### config.mk
export PLATFORM = sky130hd
export DESIGN_NAME = icache_controller_flat
export DESIGN_NICKNAME = d
export VERILOG_FILES = /design/src/rtl/icache_if.sv /design/src/rtl/icache_controller.sv /design/src/flat_wrapper.sv
export SDC_FILE = /design/constraint.sdc
export NUM_CORES = 1
export LEC_CHECK = 0
export ABC_AREA = 1
export CORE_ASPECT_RATIO = 0.9
export CORE_MARGIN = 2
export CORE_UTILIZATION = 64
export CTS_CLUSTER_DIAMETER = 120
export DETAILED_ROUTE_END_ITERATION = 6
export GPL_TIMING_DRIVEN = 1
export MAX_ROUTING_LAYER = met4
export PLACE_DENSITY_LB_ADDON = 0.1
export SLEW_MARGIN = 20
export SYNTH_ARGS = -nofsm -noshare
export SYNTH_HDL_FRONTEND = slang
export SYNTH_SLANG_ARGS = --single-unit
export TNS_END_PERCENT = 30
### constraint.sdc
create_clock -name CLOCK -period 20.4 [get_ports CLOCK]
set_input_delay 3.06 -clock CLOCK [delete_from_list [all_inputs] [get_ports CLOCK]]
set_output_delay 3.06 -clock CLOCK [all_outputs]
set_load 0.01 [all_outputs]
### src/rtl/icache_if.sv
// Bus bundle between the instruction cache controller, the IF stage and the
// 128-bit-line instruction memory.
//
// Handshake: the cache raises BUSYWAIT whenever the current PC is not served
// this cycle, and the pipeline holds PC steady until BUSYWAIT drops.
// Toward memory, MEM_READ stays high, with a constant MEM_ADDRESS, until a
// posedge samples MEM_BUSYWAIT low. MEM_READDATA must be valid from that edge
// through the following cycle.
interface icache_if #(
  parameter int CNT_WIDTH = 16
);
  logic [31:0]          PC;
  logic [31:0]          INSTRUCTION;
  logic                 BUSYWAIT;
  logic                 FLUSH;
  logic                 MEM_READ;
  logic [27:0]          MEM_ADDRESS;
  logic [127:0]         MEM_READDATA;
  logic                 MEM_BUSYWAIT;
  logic [CNT_WIDTH-1:0] HIT_COUNT;
  logic [CNT_WIDTH-1:0] MISS_COUNT;
  logic [1:0]           dbg_state;

  // Environment side: the pipeline and the instruction memory.
  modport master (
    output PC, FLUSH, MEM_READDATA, MEM_BUSYWAIT,
    input  INSTRUCTION, BUSYWAIT, MEM_READ, MEM_ADDRESS,
           HIT_COUNT, MISS_COUNT, dbg_state
  );

  // Cache controller side.
  modport slave (
    input  PC, FLUSH, MEM_READDATA, MEM_BUSYWAIT,
    output INSTRUCTION, BUSYWAIT, MEM_READ, MEM_ADDRESS,
           HIT_COUNT, MISS_COUNT, dbg_state
  );
endinterface

### src/rtl/icache_controller.sv
// Direct-mapped instruction cache controller. It performs a combinational
// tag lookup, fills a line from instruction memory on a miss, supports a
// deferred invalidate-all, and keeps saturating hit/miss counters.
module icache_controller #(
  parameter int NUM_SETS  = 8,
  parameter int CNT_WIDTH = 16
) (
  input  logic     CLOCK,
  input  logic     RESET,
  icache_if.slave  bus
);
  localparam int          INDEX_BITS = $clog2(NUM_SETS);
  localparam int          TAG_BITS   = 28 - INDEX_BITS;
  localparam logic [31:0] NOP        = 32'h00000013;

  typedef enum logic [1:0] {
    S_IDLE     = 2'd0,
    S_MEM_READ = 2'd1,
    S_UPDATE   = 2'd2
  } state_t;

  state_t                state_q, state_d;
  logic [NUM_SETS-1:0]   valid_q, valid_d;
  logic                  flush_q, flush_d;
  logic [CNT_WIDTH-1:0]  hit_cnt_q, hit_cnt_d;
  logic [CNT_WIDTH-1:0]  miss_cnt_q, miss_cnt_d;
  logic [TAG_BITS-1:0]   tag_q  [NUM_SETS];
  logic [127:0]          data_q [NUM_SETS];

  logic [INDEX_BITS-1:0] pc_index;
  logic [TAG_BITS-1:0]   pc_tag;
  logic [1:0]            pc_word;
  logic                  hit;
  logic                  stall;
  logic                  mem_read;
  logic                  fill_en;
  logic [31:0]           line_word;
  logic                  unused_pc_bits;

  assign pc_word        = bus.PC[3:2];
  assign pc_index       = bus.PC[3+INDEX_BITS:4];
  assign pc_tag         = bus.PC[31:4+INDEX_BITS];
  assign unused_pc_bits = ^bus.PC[1:0];

  // A pending flush masks every line so no stale word escapes before the clear.
  assign hit       = valid_q[pc_index] && (tag_q[pc_index] == pc_tag) && !flush_q;
  assign line_word = data_q[pc_index][{pc_word, 5'b00000} +: 32];

  // Next-state, counter, valid-bit and flush-flag logic.
  always_comb begin
    state_d    = state_q;
    valid_d    = valid_q;
    flush_d    = flush_q | bus.FLUSH;
    hit_cnt_d  = hit_cnt_q;
    miss_cnt_d = miss_cnt_q;
    stall      = 1'b1;
    mem_read   = 1'b0;
    fill_en    = 1'b0;
    case (state_q)
      S_IDLE: begin
        // The flag is consumed here; a FLUSH arriving on this same edge re-arms it.
        flush_d = bus.FLUSH;
        if (flush_q) begin
          valid_d = '0;
        end
        if (hit) begin
          stall = 1'b0;
          if (hit_cnt_q != '1) begin
            hit_cnt_d = hit_cnt_q + 1'b1;
          end
        end else begin
          state_d = S_MEM_READ;
          if (miss_cnt_q != '1) begin
            miss_cnt_d = miss_cnt_q + 1'b1;
          end
        end
      end
      S_MEM_READ: begin
        mem_read = 1'b1;
        if (!bus.MEM_BUSYWAIT) begin
          state_d = S_UPDATE;
        end
      end
      S_UPDATE: begin
        fill_en           = 1'b1;
        valid_d[pc_index] = 1'b1;
        state_d           = S_IDLE;
      end
      default: begin
        state_d = S_IDLE;
      end
    endcase
  end

  // Control state with asynchronous clear; tags and data keep their contents.
  always_ff @(posedge CLOCK or negedge RESET) begin
    if (!RESET) begin
      state_q    <= S_IDLE;
      valid_q    <= '0;
      flush_q    <= 1'b0;
      hit_cnt_q  <= '0;
      miss_cnt_q <= '0;
    end else begin
      state_q    <= state_d;
      valid_q    <= valid_d;
      flush_q    <= flush_d;
      hit_cnt_q  <= hit_cnt_d;
      miss_cnt_q <= miss_cnt_d;
    end
  end

  // Line fill: capture the returned block and the tag of the held PC.
  always_ff @(posedge CLOCK) begin
    if (fill_en) begin
      data_q[pc_index] <= bus.MEM_READDATA;
      tag_q[pc_index]  <= pc_tag;
    end
  end

  assign bus.BUSYWAIT    = stall | ~RESET;
  assign bus.INSTRUCTION = (stall | ~RESET) ? NOP : line_word;
  assign bus.MEM_READ    = mem_read;
  assign bus.MEM_ADDRESS = bus.PC[31:4];
  assign bus.HIT_COUNT   = hit_cnt_q;
  assign bus.MISS_COUNT  = miss_cnt_q;
  assign bus.dbg_state   = state_q;
endmodule

### src/flat_wrapper.sv
// flat-port wrapper written by rule: the top's interface ports become plain ports
module icache_controller_flat 
#(
  parameter int NUM_SETS  = 8,
  parameter int CNT_WIDTH = 16
)
  (CLOCK, RESET, bus_PC, bus_FLUSH, bus_MEM_READDATA, bus_MEM_BUSYWAIT, bus_INSTRUCTION, bus_BUSYWAIT, bus_MEM_READ, bus_MEM_ADDRESS, bus_HIT_COUNT, bus_MISS_COUNT, bus_dbg_state);
  icache_if #(.CNT_WIDTH(CNT_WIDTH)) bus_i ();
  input  logic CLOCK;
  input  logic RESET;
  input wire logic [$bits(bus_i.PC)-1:0] bus_PC;
  input wire logic [$bits(bus_i.FLUSH)-1:0] bus_FLUSH;
  input wire logic [$bits(bus_i.MEM_READDATA)-1:0] bus_MEM_READDATA;
  input wire logic [$bits(bus_i.MEM_BUSYWAIT)-1:0] bus_MEM_BUSYWAIT;
  output wire logic [$bits(bus_i.INSTRUCTION)-1:0] bus_INSTRUCTION;
  output wire logic [$bits(bus_i.BUSYWAIT)-1:0] bus_BUSYWAIT;
  output wire logic [$bits(bus_i.MEM_READ)-1:0] bus_MEM_READ;
  output wire logic [$bits(bus_i.MEM_ADDRESS)-1:0] bus_MEM_ADDRESS;
  output wire logic [$bits(bus_i.HIT_COUNT)-1:0] bus_HIT_COUNT;
  output wire logic [$bits(bus_i.MISS_COUNT)-1:0] bus_MISS_COUNT;
  output wire logic [$bits(bus_i.dbg_state)-1:0] bus_dbg_state;
  assign bus_i.PC = bus_PC;
  assign bus_i.FLUSH = bus_FLUSH;
  assign bus_i.MEM_READDATA = bus_MEM_READDATA;
  assign bus_i.MEM_BUSYWAIT = bus_MEM_BUSYWAIT;
  assign bus_INSTRUCTION = bus_i.INSTRUCTION;
  assign bus_BUSYWAIT = bus_i.BUSYWAIT;
  assign bus_MEM_READ = bus_i.MEM_READ;
  assign bus_MEM_ADDRESS = bus_i.MEM_ADDRESS;
  assign bus_HIT_COUNT = bus_i.HIT_COUNT;
  assign bus_MISS_COUNT = bus_i.MISS_COUNT;
  assign bus_dbg_state = bus_i.dbg_state;
  icache_controller #(.NUM_SETS(NUM_SETS), .CNT_WIDTH(CNT_WIDTH)) u_core (.CLOCK(CLOCK), .RESET(RESET), .bus(bus_i));
endmodule
==> key figures <==
Worst hold path
  – Worst min-delay path class: register to register

Yosys
  – Synth async-reset ratio: 3.39%
  – Post-synthesis cell type count: 53
  – Synthesized area: 0.0494 mm²
  – Post-synthesis mux area share: 0%
  – Synth Area in XOR/XNOR: 0.337%
  – Post-synthesis adder-cell area fraction: 0.0507%
  – Seq cells post-synth: 1267
  – Area contributors post-synth: edfxtp_1 74%, nand2_1 4.0%, o22ai_1 3.6%, nor2_1 2.4%, dfrtp_1 2.2%
  – Syn nets: 3745
  – Cell taking the most area after synthesis: edfxtp_1
  – Largest family of logic cells by synthesized area: simple AND/OR/NAND/NOR gates
  – Most frequent cell after synthesis: edfxtp_1
  – Seq/Total Area, Yosys: 76.6%
  – Synth top area share: 74.4%
  – Main synth FF type: edfxtp_1
  – Syn_area_per_cell: 13.8 µm²
  – Commonest cells post-synth: 1224 x edfxtp_1, 531 x nand2_1, 318 x nor2_1, 287 x o22ai_1, 280 x inv_1
  – Post-synth EDFFs: 1224
  – Cells after Synth: 3579
  – Post-synthesis compound-gate area fraction: 7.63%
  – Simple-Gate Fraction of Synth Area: 11.1%
  – Ys Warns: 0

STA
  – Final Hold Vio Count: 0
  – Relative slew slack: 20.2%
  – Final setup skew: 0.0304 ns
  – Final critical-path required period: 11.56 ns
  – Actual slew at the worst max-slew pin: 1.20 ns
  – Fmax achieved: 86.5 MHz
  – Worst hold slack: 0.506 ns
  – Final number of setup-violating endpoints: 0
  – Total Neg Setup Slack: 0 ns
  – Final slew viol count: 0
  – RSZ-0062 raised after global routing: false
  – Final period utilization: 56.7%

Routing
  – DRT iter0 DRCs: 3331
  – Avg WL per Cell: 25.1 µm
  – Drt first pass iters: 6
  – DR vias/cell: 6.20
  – Post-route ant nets: 0
  – Drt drc: 0
  – Routed WL: 125000 µm
  – Vias post-DR: 30741

Floorplanning
  – Row Count: 96
  – Die width: 297 µm
  – # IOs: 260
  – CORE AREA: 0.0763 mm²
  – Starting Density: 64.7%
  – DIE HEIGHT: 268 µm
  – Die area: 0.0794 mm²

Power and ir drop
  – VDD IR-drop max: 0.0762 mV
  – Total power: 5.48 mW
  – Pwr/cell area: 97.0 mW/mm²
  – Static leakage: 19.5 nW

Clocking
  – Root Buffer: clkbuf_16
  – CTS H-tree lvls: 3
  – CTS Sinks: 1267
  – CTS hold repair buffers: 0
  – Post-CTS sizing: 0
  – Num CTS Buffers: 115
  – Longest Clk Path Bufs: 3
  – Worst-path clk slew: 0.06 ns
  – Post-CTS setup buffer count: 0
  – Worst-Skew Late Latency: 0.69 ns
  – TritonCTS clock tree: yes

GRT
  – GRT overflow: 0
  – GRT Util Overall: 32.3%
  – Largest net degree at the start of global routing: 149
  – GR Layer Usage met3: 5.92%
  – Wire length of the first global-routing pass: 187000 µm
  – Vias in the first global route: 30735
  – Met1 Use GR: 42.2%
  – M2 GR Usage: 51.6%
  – Initial antenna violation count: 28
  – Gr busiest metal: met2

Layout
  – Final instance area: 0.0565 mm²
  – Final-layout fill cell count: 4688
  – Share of layout cells above drive strength 1: 8.03%
  – Nets@finish: 3970
  – Area delta synth->final: 14.4%

Run
  – Max Cap Viol: 0

Worst setup path
  – Arrival time at the worst endpoint: 8.50 ns
  – Worst-path maximum fanout: 48
  – Setup crit end kind: output port
  – Worst EP required: 17.34 ns
  – Crit path launch type: input port
  – Worst Path Class, Setup: input port to output port

Placement
  – Placement Cell Area: 0.0527 mm²
  – Final GP Congestion: 0.875
  – IO Port Bufs: 257
  – Detailed placement HPWL: 65400 µm

Outcome
  – Status: complete, no violations
==> registers in the layout, indices dropped and copies added, names as in the netlist <==
signal,flops
u_core.bus.dbg_state,2
u_core.tag_q,200
u_core.flush_q,1
u_core.bus.MISS_COUNT,16
u_core.valid_q,8
u_core.data_q,1024
u_core.bus.HIT_COUNT,16
==> per-layer routing <==
layer  wire length (µm)  up-vias
met5                  0        -
met4               3500        0
met3              11800      198
met2              60500     1579
met1              48700    15295
li1                   -    13669
==> cells in the final DEF, fill, tap and decap left out, types with 32 or more instances in the layout <==
cell type / netlist / routed
nand4_1: 38 / 38
dfrtp_1: 43 / 43
o2111ai_1: 39 / 39
nand2_1: 531 / 528
inv_1: 280 / 279
or2_2: 67 / 67
nand3_1: 153 / 153
nor4_1: 53 / 53
nor3_1: 42 / 42
clkdlybuf4s50_1: 0 / 253
o22ai_1: 287 / 287
o211ai_1: 32 / 32
edfxtp_1: 1224 / 1224
clkbuf_16: 0 / 117
nor2_1: 318 / 310
o21ai_0: 77 / 77
buf_4: 37 / 41
==> cell type report <==
| type | count | area (µm²) | share of cell area [%] |
|---|---|---|---|
| diodes | 29 | 72.6 | 0.128 |
| clock buffers | 148 | 3040 | 5.39 |
| clock inverters | 62 | 693 | 1.23 |
| inverters | 295 | 1120 | 1.99 |
| multi-input cells | 1824 | 9510 | 16.8 |
| flip-flops and latches | 1267 | 37800 | 66.9 |
| well taps | 1029 | 1290 | 2.28 |
| repair buffers | 301 | 2950 | 5.22 |
==> power by group <==
group / switching, mW / internal [mW]
sequential: 0.0226 / 2.93
combinational: 0.269 / 0.121
clock: 0.921 / 1.22
total: 1.21 / 4.27
==> path summary, 6_finish.rpt <==
path                       depth (start not counted)  slack [ns]                    start                        end
min reg2reg                                        2        0.51        u_core.valid_q[7]          u_core.valid_q[7]
max                                               12        8.84                bus_PC[5]         bus_INSTRUCTION[9]
min in group asynchronous                          1        2.38                    RESET    u_core.bus.HIT_COUNT[5]
min                                                2        0.51        u_core.valid_q[7]          u_core.valid_q[7]
max in group asynchronous                          1       17.62                    RESET  u_core.bus.MISS_COUNT[14]
max reg2reg                                        5       16.64  u_core.bus.dbg_state[0]       u_core.data_q[0][14]
==> worst max-delay path: stages <==
cell,delay (ns)
clkdlybuf4s50_1,0.90
nor2_4,0.36
nand2_4,0.55
buf_4,0.70
buf_4,0.75
o22ai_1,0.16
nor4_1,0.24
o2111ai_1,0.15
nand3_1,0.24
o21ai_0,0.13
nor2_1,0.49
clkdlybuf4s50_1,0.65
==> through the flow <==
step | worst slack [ns] | instances | utilization (%)
after floorplan | 9.22 | 3579 | -
after global placement | 9.07 | 4716 | 69.1
after detailed placement | 8.96 | 4716 | 69.1
after CTS | 8.97 | 4926 | 74.0
after global routing | 8.77 | 4953 | 74.1
final | 8.84 | 4955 | 74.1
==> cell families after synthesis <==
logic type	Yosys count
and+or+nand+nor	1243
xor gates and xnor gates	19
DFF	1267
buffers and inverters	488
adders and majority gates	2
AOI/OAI and AO/OA	560
Note: power is estimated with default switching activity, not from simulation.
